===== src/rtl/checksum_sequencer.sv =====
// Internet checksum sequencer: pseudo-header plus payload, one's-complement sum.
// Optional macro CKSUM_ZERO_SUB_EN turns a computed 16'h0000 into 16'hFFFF.
`timescale 1ns/1ps

module checksum_sequencer #(
   parameter int CNT_W = 14
) (
   input  logic        clk,
   input  logic        reset,
   input  logic        start,
   input  logic [31:0] src_ip,
   input  logic [31:0] dst_ip,
   input  logic [7:0]  protocol,
   input  logic [15:0] seg_len,
   input  logic [31:0] s_data,
   input  logic [3:0]  s_keep,
   input  logic        s_valid,
   input  logic        s_last,
   output logic        s_ready,
   output logic        busy,
   output logic [15:0] cksum,
   output logic        cksum_valid,
   input  logic        cksum_ready,
   output logic        len_err
);

   typedef enum logic [2:0] {
      IDLE,
      PH0,
      PH1,
      PH2,
      PAYLOAD,
      FOLD1,
      FOLD2,
      DONE
   } state_t;

   state_t state_q;
   state_t state_d;

   logic [31:0]      src_q;
   logic [31:0]      dst_q;
   logic [7:0]       proto_q;
   logic [15:0]      len_q;
   logic [31:0]      acc_q;
   logic [CNT_W-1:0] cnt_q;
   logic             ovf_q;
   logic [16:0]      fold17_q;
   logic [15:0]      fold16_q;

   logic        beat_fire;
   logic [31:0] beat_word;
   logic [31:0] ph2_word;
   logic [16:0] exp_words;
   logic [16:0] cnt_ext;
   logic [15:0] ck_inv;
   logic [15:0] ck_final;

   // 32-bit one's-complement add; the end-around carry cannot carry again.
   function automatic logic [31:0] add1c(
      input logic [31:0] a,
      input logic [31:0] b
   );
      logic [32:0] s;
      s = {1'b0, a} + {1'b0, b};
      return s[31:0] + {31'd0, s[32]};
   endfunction

   assign beat_fire = s_valid && (state_q == PAYLOAD);

   assign beat_word = s_data & {{8{s_keep[3]}}, {8{s_keep[2]}},
                                {8{s_keep[1]}}, {8{s_keep[0]}}};

   assign ph2_word  = {8'h00, proto_q, len_q};

   assign exp_words = ({1'b0, len_q} + 17'd3) >> 2;
   assign cnt_ext   = 17'(cnt_q);

   assign ck_inv = ~fold16_q;
`ifdef CKSUM_ZERO_SUB_EN
   assign ck_final = (ck_inv == 16'h0000) ? 16'hFFFF : ck_inv;
`else
   assign ck_final = ck_inv;
`endif

   // State register.
   always_ff @(posedge clk) begin
      if (reset) state_q <= IDLE;
      else       state_q <= state_d;
   end

   // Next-state decode.
   always_comb begin
      state_d = state_q;
      unique case (state_q)
         IDLE:    if (start) state_d = PH0;
         PH0:     state_d = PH1;
         PH1:     state_d = PH2;
         PH2:     state_d = (len_q != 16'd0) ? PAYLOAD : FOLD1;
         PAYLOAD: if (beat_fire && s_last) state_d = FOLD1;
         FOLD1:   state_d = FOLD2;
         FOLD2:   state_d = DONE;
         DONE:    if (cksum_ready) state_d = IDLE;
         default: state_d = IDLE;
      endcase
   end

   // Field capture, accumulation, word counting and folding.
   always_ff @(posedge clk) begin
      if (reset) begin
         src_q    <= '0;
         dst_q    <= '0;
         proto_q  <= '0;
         len_q    <= '0;
         acc_q    <= '0;
         cnt_q    <= '0;
         ovf_q    <= 1'b0;
         fold17_q <= '0;
         fold16_q <= '0;
      end else begin
         unique case (state_q)
            IDLE: begin
               if (start) begin
                  src_q   <= src_ip;
                  dst_q   <= dst_ip;
                  proto_q <= protocol;
                  len_q   <= seg_len;
                  acc_q   <= '0;
                  cnt_q   <= '0;
                  ovf_q   <= 1'b0;
               end
            end
            PH0: acc_q <= add1c(acc_q, src_q);
            PH1: acc_q <= add1c(acc_q, dst_q);
            PH2: acc_q <= add1c(acc_q, ph2_word);
            PAYLOAD: begin
               if (beat_fire) begin
                  acc_q <= add1c(acc_q, beat_word);
                  if (&cnt_q) ovf_q <= 1'b1;
                  else        cnt_q <= cnt_q + 1'b1;
               end
            end
            FOLD1: fold17_q <= {1'b0, acc_q[31:16]} + {1'b0, acc_q[15:0]};
            FOLD2: fold16_q <= fold17_q[15:0] + {15'd0, fold17_q[16]};
            default: ;
         endcase
      end
   end

   // Outputs follow the state; everything is held quiet while reset is high.
   always_comb begin
      s_ready     = 1'b0;
      busy        = 1'b0;
      cksum       = 16'h0000;
      cksum_valid = 1'b0;
      len_err     = 1'b0;
      if (!reset) begin
         busy    = (state_q != IDLE);
         s_ready = (state_q == PAYLOAD);
         if (state_q == DONE) begin
            cksum_valid = 1'b1;
            cksum       = ck_final;
            len_err     = ovf_q || (cnt_ext != exp_words);
         end
      end
   end

endmodule

===== config.mk =====
export PLATFORM = sky130hd
export DESIGN_NAME = checksum_sequencer
export DESIGN_NICKNAME = d
export VERILOG_FILES = /design/src/rtl/checksum_sequencer.sv
export SDC_FILE = /design/constraint.sdc
export NUM_CORES = 1
export LEC_CHECK = 0
export CORE_MARGIN = 2
export CORE_UTILIZATION = 60
export CTS_CLUSTER_DIAMETER = 100
export DETAILED_ROUTE_END_ITERATION = 10
export PLACE_DENSITY = 0.85
export SYNTH_ARGS = -nofsm -noshare
export SYNTH_HDL_FRONTEND = slang
export SYNTH_SLANG_ARGS = --single-unit

===== constraint.sdc =====
create_clock -name clk -period 8.2 [get_ports clk]
set_clock_uncertainty 0.15 [all_clocks]
set_input_delay 2.05 -clock clk [delete_from_list [all_inputs] [get_ports clk]]
set_output_delay 2.05 -clock clk [all_outputs]
set_load 0.01 [all_outputs]

==> reports/qor.csv <==
metric;value;unit
run status;complete, no violations;
Worst Path Max Fanout;8;
die area;0.0311;sq mm
Post-synth ARST share;0;%
power after layout;2.80;mW
cells after synthesis;2454;
RSZ-0062 raised after global routing;false;
area occupied by multi-input gates;0.0137;sq mm
share of layout cells above drive strength 1;4.40;%
Seq cells post-synth;171;
Sink Count;171;
# setup viols final;0;
IO Count;150;
f_max;130;MHz
max-slew violations;0;
Mapped Nets;2736;
clock slew at reported path FFs;0.08;ns
HPWL after DPL;46700;um
mapped cell area;0.0178;sq mm
cts hold-fix bufs;0;
Initial Util;60.5;%
CTS tree;done;
Worst VDD drop;164;uV
Initial DRC Count;1798;
detail-routed net length per standard cell;21.0;um
Nets;2818;
post-route setup TNS;0;ns
Die X;176;um
Detailed Routing Iterations Pass 1;6;
post-route ant nets;0;
most frequent cells in the layout;nand2_1 (357), a21oi_1 (263), nor2_1 (187), dfxtp_1 (171), xnor2_1 (151);
H-tree levels;4;
arrival time worst endpoint;7.83;ns
static leakage;7.91;nW
yosys synthesis warning count;0;
max_slew headroom;28.3;%
global placer's final weighted congestion;1.06;
reg2reg start;acc_q[1];
Tightest Pin Transition;1.06;ns
WS Path Type;input pin to flop;
Residual DRC;0;
Seq/Total Area, Yosys;19.2;%
Port Buffers;149;
type of origin of the critical path;input pin;
pin count of the biggest net entering global routing;93;
Fin. Hold Viols;0;
Total GRT Usage;39.1;%
number of flops mapped to enable cells by yosys;0;
CTS Root Cell;clkbuf_16;
vias in the first global route;17641;
drt total wl;61800;um
worst skew pair latency;0.47;ns
GRT overflow;0;
initial antenna violation count;1;
crit path from;s_keep[2];
period utilisation layout;93.5;%
sequential standard cell area;0.00342;sq mm
first-pass GRT wire length;94800;um
Main synth FF type;dfxtp_1;
Num CTS Buffers;17;
height of the die;176;um
core area;0.0294;sq mm
# rows;63;
Hold Crit Class;flop to flop;
RR Endpoint;acc_q[26];
mean post-synth cell area;7.25;sq um
Via density;6.51;
R2R cell count;20;
Fill cells;2578;
MaxCap Viol Count;0;
Vias;19129;
Critical Path RT;8.37;ns
Setup crit end kind;flop;
area grow syn2layout;13.0;%
commonest non-fill, non-tap cell in the layout;nand2_1;
distinct cell type count after synthesis;93;
Tmin final;7.67;ns
PD cells;139;mW/mm^2
r2r setup slk;1.54;ns
Max Buffers Root-to-Sink;2;
end point of the critical path;acc_q[22];
-- cells in the mapped netlist (26+ instances only) --
| cell | number | share of area [%] |
|---|---|---|
| dfxtp_1 | 171 | 19 |
| o21ai_0 | 92 | 2.6 |
| nand3_1 | 66 | 1.9 |
| and3_1 | 41 | 1.4 |
| nor2_1 | 187 | 3.9 |
| inv_1 | 60 | 1.3 |
| nor3_1 | 69 | 1.9 |
| a21oi_1 | 263 | 7.4 |
| clkbuf_1 | 89 | 1.9 |
| nand2_1 | 357 | 7.5 |
| o21a_1 | 26 | 1.1 |
| xnor2_1 | 151 | 7.4 |
| and2_1 | 48 | 1.7 |
| nand4_1 | 40 | 1.4 |
| a21o_1 | 52 | 2.2 |
| xor2_1 | 95 | 4.7 |
| a211oi_1 | 51 | 2.2 |
| ha_1 | 147 | 10 |
-- power by group --
part	internal, mW	switching [mW]
sequential	0.895	0.0935
combinational	0.366	0.635
clock	0.426	0.380
total	1.69	1.11
-- area by class of cell --
class,count,share of cell area [%]
flip-flops and latches,171,17.0
repair buffers,179,8.54
inverters,60,1.12
multi-input cells,2107,68.1
diodes,1,0.0124
clock inverters,13,0.585
clock buffers,18,2.18
well taps,390,2.43
-- through the flow --
stage | instance area, sq um | util (%) | hold WS, ns | instances | setup slack [ns]
floorplan | 17800 | - | 0.282 | 2454 | 1.04
global placement | 19500 | 66.5 | 0.300 | 2907 | 0.166
detailed placement | 19500 | 66.5 | 0.302 | 2907 | 0.00511
CTS | 20100 | 68.4 | 0.311 | 2938 | 0.480
global route | 20100 | 68.4 | 0.328 | 2938 | 0.0949
finish | 20100 | 68.4 | 0.310 | 2939 | 0.535
-- registers in the layout (all words and copies together), names as in the netlist --
signal	flops
proto_q	8
ovf_q	1
fold17_q	17
dst_q	32
acc_q	32
cnt_q	14
fold16_q	16
state_q	3
src_q	32
len_q	16
-- cell families (layout without fill, tap and decap cells) --
logic type               Yosys count  count (layout)  share of synthesized area [%]
AND/OR/NAND/NOR                  987             987                           27.6
other                              0               1                              0
buffers and inverters            176             270                           3.96
multiplexers                       8               8                          0.450
XOR/XNOR                         247             247                           12.2
AO/OA/AOI/OAI                    713             713                           25.7
flip-flops                       171             171                           19.2
adder cells (fa/ha/maj)          152             152                           10.9
-- critical path, cell delays in order --
cell and delay (ns):
clkdlybuf4s50_1 0.49, and2_1 0.18, ha_1 0.35, nand4_1 0.11, or3_1 0.45, or3_1 0.40, a211oi_2 0.27, nor3_1 0.15
o21ai_0 0.19, a311o_1 0.19, a21oi_1 0.09, o21bai_1 0.13, a21o_1 0.21, ha_1 0.16, nor2b_1 0.18, and2_1 0.20
nand3_1 0.11, a2111oi_1 0.40, buf_4 0.18, nand4b_1 0.13, or3_1 0.42, buf_4 0.16, nor2_1 0.16, nor3b_1 0.07
o31ai_1 0.29, a21oi_1 0.09
-- worst min-delay path by stage --
stage | startpoint | end | slack, ns | depth (start not counted)
global route | src_q[6] | src_q[6] | 0.33 | 2
finish | dst_q[13] | dst_q[13] | 0.31 | 2
floorplan | ovf_q | ovf_q | 0.28 | 2
detailed placement | dst_q[13] | dst_q[13] | 0.30 | 2
CTS | dst_q[13] | dst_q[13] | 0.31 | 2
global placement | src_q[12] | src_q[12] | 0.30 | 2
-- metal layers --
metal	part of all wire, %	routed length, um	global-route usage, %
met1	40	24400	48.3
met2	44	27300	63.1
met3	10	6210	8.12
met4	6.3	3900	22.3
met5	0	0	0
-- timing repair --
item | in CTS | in global routing
gates resized for setup | 0 | 2
endpoints found under the hold margin | 0 | 0
buffers inserted | 0 | 0
endpoints found under the setup margin | 0 | 3
Note: power is estimated with default switching activity, not from simulation.
